$ cat src/rtl/param_sync_fifo_pkg.sv
// param_sync_fifo_pkg
// Shared definitions for the parametrised single-clock FIFO:
//   ptr_w()          pointer width for a given depth (clog2-based); the level
//                    counter is one bit wider so it can hold DEPTH itself.
//   fifo_status_t    registered status bundle
//                    {ept, ful, almost_ept, almost_ful, ovf, udf}.
package param_sync_fifo_pkg;

    function automatic int unsigned ptr_w(input int unsigned depth);
        return $clog2(depth);
    endfunction

    typedef struct packed {
        logic ept;
        logic ful;
        logic almost_ept;
        logic almost_ful;
        logic ovf;
        logic udf;
    } fifo_status_t;

endpackage

$ cat src/rtl/param_sync_fifo_mem.sv
// param_sync_fifo_mem
// DEPTH x WIDTH storage array: synchronous write, asynchronous read by address.
// Storage has no reset; the FIFO pointers and level define which entries are live.
// Ports:
//   clock   in   write clock (posedge)
//   we      in   write enable
//   waddr   in   write address
//   wdata   in   write data
//   raddr   in   read address
//   rdata   out  read data (combinational from raddr)
import param_sync_fifo_pkg::*;

module param_sync_fifo_mem #(
    parameter int unsigned WIDTH = 8,
    parameter int unsigned DEPTH = 16
) (
    input  logic                       clock,
    input  logic                       we,
    input  logic [ptr_w(DEPTH)-1:0]    waddr,
    input  logic [WIDTH-1:0]           wdata,
    input  logic [ptr_w(DEPTH)-1:0]    raddr,
    output logic [WIDTH-1:0]           rdata
);

    logic [WIDTH-1:0] mem_q [DEPTH];

    always_ff @(posedge clock) begin
        if (we) begin
            mem_q[waddr] <= wdata;
        end
    end

    assign rdata = mem_q[raddr];

endmodule

$ cat src/rtl/param_sync_fifo.sv
// param_sync_fifo
// Parametrised single-clock FIFO with occupancy count, almost-empty/almost-full
// thresholds and sticky overflow/underflow flags.
// Compile-time option: define PARAM_SYNC_FIFO_FWFT_EN for first-word-fall-through
// reads (r_data shows the head, valid = !ept, pop acknowledges). Otherwise a pop
// produces a registered one-cycle valid pulse with the head word.
// Ports:
//   clock       in   sole clock, posedge
//   reset       in   synchronous active-high reset
//   push        in   write request
//   w_data      in   write data, sampled with push
//   pop         in   read request / acknowledge
//   r_data      out  read data
//   valid       out  r_data qualifier
//   ept, ful    out  empty / full
//   almost_ept  out  level <= AE_LVL
//   almost_ful  out  level >= AF_LVL
//   level       out  current occupancy
//   ovf, udf    out  sticky overflow / underflow, cleared only by reset
import param_sync_fifo_pkg::*;

module param_sync_fifo #(
    parameter int unsigned WIDTH  = 8,
    parameter int unsigned DEPTH  = 16,
    parameter int unsigned AE_LVL = 2,
    parameter int unsigned AF_LVL = DEPTH - 2
) (
    input  logic                        clock,
    input  logic                        reset,
    input  logic                        push,
    input  logic [WIDTH-1:0]            w_data,
    input  logic                        pop,
    output logic [WIDTH-1:0]            r_data,
    output logic                        valid,
    output logic                        ept,
    output logic                        ful,
    output logic                        almost_ept,
    output logic                        almost_ful,
    output logic [$clog2(DEPTH):0]      level,
    output logic                        ovf,
    output logic                        udf
);

    localparam int unsigned PW = ptr_w(DEPTH);
    localparam int unsigned LW = PW + 1;

    localparam logic [LW-1:0] AE_L  = LW'(AE_LVL);
    localparam logic [LW-1:0] AF_L  = LW'(AF_LVL);
    localparam logic [LW-1:0] FULL_L = LW'(DEPTH);

    logic [PW-1:0]    wr_ptr_q, wr_ptr_d;
    logic [PW-1:0]    rd_ptr_q, rd_ptr_d;
    logic [LW-1:0]    level_q,  level_d;
    fifo_status_t     status_q, status_d;
    logic             push_acc, pop_acc;
    logic [WIDTH-1:0] mem_rdata;

    param_sync_fifo_mem #(
        .WIDTH (WIDTH),
        .DEPTH (DEPTH)
    ) u_mem (
        .clock (clock),
        .we    (push_acc && !reset),
        .waddr (wr_ptr_q),
        .wdata (w_data),
        .raddr (rd_ptr_q),
        .rdata (mem_rdata)
    );

    always_comb begin
        // A pop frees a slot in the same edge, so a push while full is still
        // accepted when paired with an accepted pop.
        pop_acc  = pop && !status_q.ept;
        push_acc = push && (!status_q.ful || pop_acc);

        wr_ptr_d = wr_ptr_q;
        rd_ptr_d = rd_ptr_q;
        level_d  = level_q;

        if (push_acc) begin
            wr_ptr_d = wr_ptr_q + 1'b1;
        end
        if (pop_acc) begin
            rd_ptr_d = rd_ptr_q + 1'b1;
        end
        if (push_acc && !pop_acc) begin
            level_d = level_q + 1'b1;
        end else if (pop_acc && !push_acc) begin
            level_d = level_q - 1'b1;
        end

        // Flags come from next-state level so they line up with level.
        status_d.ept        = (level_d == '0);
        status_d.ful        = (level_d == FULL_L);
        status_d.almost_ept = (level_d <= AE_L);
        status_d.almost_ful = (level_d >= AF_L);
        status_d.ovf        = status_q.ovf || (push && !push_acc);
        status_d.udf        = status_q.udf || (pop && status_q.ept);
    end

    always_ff @(posedge clock) begin
        if (reset) begin
            wr_ptr_q <= '0;
            rd_ptr_q <= '0;
            level_q  <= '0;
            status_q <= '{ept: 1'b1, ful: 1'b0, almost_ept: 1'b1,
                          almost_ful: 1'b0, ovf: 1'b0, udf: 1'b0};
        end else begin
            wr_ptr_q <= wr_ptr_d;
            rd_ptr_q <= rd_ptr_d;
            level_q  <= level_d;
            status_q <= status_d;
        end
    end

`ifdef PARAM_SYNC_FIFO_FWFT_EN
    // Head entry shown directly; forced to zero while empty so stale storage
    // never leaks onto r_data.
    assign r_data = status_q.ept ? '0 : mem_rdata;
    assign valid  = !status_q.ept;
`else
    logic [WIDTH-1:0] rdata_q, rdata_d;
    logic             valid_q, valid_d;

    always_comb begin
        rdata_d = rdata_q;
        valid_d = pop_acc;
        if (pop_acc) begin
            rdata_d = mem_rdata;
        end
    end

    always_ff @(posedge clock) begin
        if (reset) begin
            rdata_q <= '0;
            valid_q <= 1'b0;
        end else begin
            rdata_q <= rdata_d;
            valid_q <= valid_d;
        end
    end

    assign r_data = rdata_q;
    assign valid  = valid_q;
`endif

    assign level      = level_q;
    assign ept        = status_q.ept;
    assign ful        = status_q.ful;
    assign almost_ept = status_q.almost_ept;
    assign almost_ful = status_q.almost_ful;
    assign ovf        = status_q.ovf;
    assign udf        = status_q.udf;

endmodule

$ cat config.mk
export PLATFORM = sky130hd
export DESIGN_NAME = param_sync_fifo
export DESIGN_NICKNAME = d
export VERILOG_FILES = /design/src/rtl/param_sync_fifo_pkg.sv /design/src/rtl/param_sync_fifo_mem.sv /design/src/rtl/param_sync_fifo.sv
export SDC_FILE = /design/constraint.sdc
export NUM_CORES = 1
export LEC_CHECK = 0
export ABC_AREA = 1
export BUFFER_PORTS_ARGS = -buffer_cell sky130_fd_sc_hd__buf_4
export CAP_MARGIN = 20
export CORE_MARGIN = 2
export CORE_UTILIZATION = 45
export CTS_CLUSTER_SIZE = 16
export DETAILED_ROUTE_END_ITERATION = 6
export RECOVER_POWER = 50
export SLEW_MARGIN = 20
export SYNTH_ARGS = -nofsm -noshare
export SYNTH_HDL_FRONTEND = slang
export SYNTH_HIERARCHICAL = 1
export SYNTH_SLANG_ARGS = --single-unit
$ cat constraint.sdc
create_clock -name clock -period 3.8 [get_ports clock]
set_input_delay 0.57 -clock clock [delete_from_list [all_inputs] [get_ports clock]]
set_output_delay 0.57 -clock clock [all_outputs]
set_load 0.1 [all_outputs]
==> qor.yml <==
status: "completed"
clkTransAtPathRegs_ps: 60
min_path_cells: 2
post-cts-setup-buffers: 0
hold_path.class: "in -> reg"
synth_area_leader_cell: "edfxtp_1"
synth_edf_count: 128
cts_tree: "yes"
worst-path-max-fanout: 15
rsz0062_at_grt: "false"
p_switching_mw: 1.125
synth_async_sr_flop_share_pct: 0
n_fill_cell: 1397
netlist_area_um2: 6870
multiInputGateArea_um2: 1808
power_frac_clock_pct: 40.1
worstRegToRegCells: 5
fin_skew_ps: 6.315
critPathKind: "reg -> reg"
fin_cells: 943
insertion_delay_ps: 430
synth_most_common_cell: "nand2_1"
period_share_pct: 70.36
diodes: 0
worst_path_largest_cell_delay_ps: 610
drc: 0
io_buffers: 31
grt_max_degree: 68
whs_ps: 392.4
place_area_um2: 7166
yosysWarnings: 6
power_mw: 4.090
rows: 45
clockRootBuffer: "clkbuf_16"
hold_violations: 0
syn_to_final_growth_pct: 11.47
slew_headroom_pct: 10.66
die_h_um: 127.6
dp_hpwl_mm: 9.959
ir_drop_uv: 316.9
drv_slew: 0
drt_iter0_markers: 350
crit_slowest_cell: "nor2_1"
wl_per_cell_um: 16.81
timing.hold.worst.start: "reset"
p_int_mw: 2.965
die_area_um2: 16270
crit_path_cell_trace: "nor2_4 > o21ai_0 > nor2_1 > nand3_1 > nor2_1"
fmax_ghz: 0.3740
synth.area.top_cells: "edfxtp_1 56%, nand2_1 11%, dfxtp_1 8.2%, nand3_1 8.1%, inv_1 6.3%"
syn_nets: 735
rr_endpoint: "u_mem/mem_q[12][1]"
ys_types: 30
synth-main-ff-cell: "edfxtp_1"
finalSetupViolations: 0
fin_setup_tns_ps: 0
overflow: 0
final_area_um2: 7659
ant_nets: 0
r2r_start: "ept"
cts_resized: 0
synth_top_area_share_pct: 55.95
leakage_nw: 3.242
synth_seq_area_share_pct: 64.10
wirelength_mm: 15.85
firstDrtPassIters: 5
antenna_found_initial: 0
numClockSinks: 156
io_pins: 32
die_width_um: 127.6
register_area_um2: 4404
cp-start-kind: "register"
first_global_vias: 4440
synth_cells: 719
numCtsBuffers: 17
yosys_register_bits: 156
grt_pass1_wl_mm: 24.26
worst_setup_path_end_kind: "register"
p_comb_share_pct: 13.1
crit_path_frequent_cell: "nor2_1"
tightest_slew_ps: 1340
syn_avg_cell_area_um2: 9.555
core_um2: 15030
drive_above_1_share_pct: 7.152
dp_cells: 911
min_to: "level[1]"
period_needed_ps: 2674
r2r_slack_ps: 1130
final_nets: 758
cp.required_ps: 3860
vias: 4861
power.share.sequential_pct: 46.8
switching_share_pct: 27.50
ctsHtreeMaxLevel: 4
cts_hold_buf: 0
worst_ep_arrival_time_ps: 2730
via_per_inst: 5.155
grtUsageTotal_pct: 20.35
gp_congestion: 0.8419
yosys-top-cells-count: "205 x nand2_1, 128 x edfxtp_1, 116 x inv_1"
start_util_pct: 45.70
max_cap_violations: 0
cellPowerDensity_nw_per_um2: 534.0
clock_path_buffers: 2
[power groups by stage]
stage	logic, mW	clock network, mW	registers [mW]
after global placement	0.541	0	1.95
after floorplan	0.256	0	2.10
after CTS	0.548	1.66	1.91
final	0.535	1.64	1.91
after global routing	0.579	1.74	1.92
after detailed placement	0.546	0	1.95
[logic make-up (layout without fill, tap and decap cells)]
kind of cell	count (synthesis)	in the layout	share of synthesized area, %
fa+ha+maj	4	4	0.7285
buf+inv	150	186	9.361
compound gates	20	20	1.493
xor+xnor	2	2	0.2550
flops	156	156	64.10
simple gates	387	387	24.06
[layout make-up]
cell class / count / share of cell area, %
Multi-Input combinational cell: 413 / 23.61
Tap cell: 188 / 3.071
Clock buffer: 18 / 5.604
Sequential cell: 156 / 57.51
Timing Repair Buffer: 33 / 2.369
Inverter: 121 / 5.930
Clock inverter: 14 / 1.911
[registers in the layout (all words and copies together) (netlist names)]
register     count
almost_ept       1
level            5
ful              1
valid            1
udf              1
ovf              1
almost_ful       1
rd_ptr_q         4
wr_ptr_q         4
ept              1
r_data           8
u_mem/mem_q    128
[per-layer routing]
metal	global-route usage, %	share of wire [%]	vias to the layer above	wire [um]
li1	-	-	2356	-
met1	28.16	45	2288	7132
met2	31.20	46	190	7309
met3	4.858	6.7	27	1064
met4	8.016	2.2	0	344
met5	0	0	-	0
[worst max path at each step]
stage,start,to,slack (ps)
CTS,ept,u_mem/mem_q[12][1],1270
global placement,pop,u_mem/mem_q[12][1],1010
finish,ept,u_mem/mem_q[12][1],1130
floorplan,ept,u_mem/mem_q[12][0],1580
detailed placement,pop,u_mem/mem_q[12][1],930
global route,ept,u_mem/mem_q[12][1],990
[metrics by stage]
step / util [%] / setup slack [ps]
after detailed placement: 47.67 / 926.3
after floorplan: - / 1579
final: 50.94 / 1126
after global placement: 47.67 / 1012
after CTS: 51.49 / 1269
after global routing: 50.94 / 986.7
[worst max-delay path: cells and delay by family (launching register included)]
family,cells,cell delay [ps]
AO/OA/AOI/OAI,1,290
flip-flops,1,350
AND/OR/NAND/NOR,4,1670
[placed cells by master, fill, tap and decap left out, types with 2 or more instances in the layout]
cell type   instances
clkbuf_16          17
nand3b_1            2
nor2_1             56
buf_4              15
nand4_1             3
bufinv_16           2
edfxtp_1          128
clkinv_4            3
clkinvlp_4          5
ha_1                4
inv_1             117
clkinv_1            2
dfxtp_1            28
o21ai_0            13
a21oi_1             6
nand3_1           112
nand2_1           206
inv_2               3
nor3_1              2
clkbuf_1           18
Note: power is estimated with default switching activity, not from simulation.
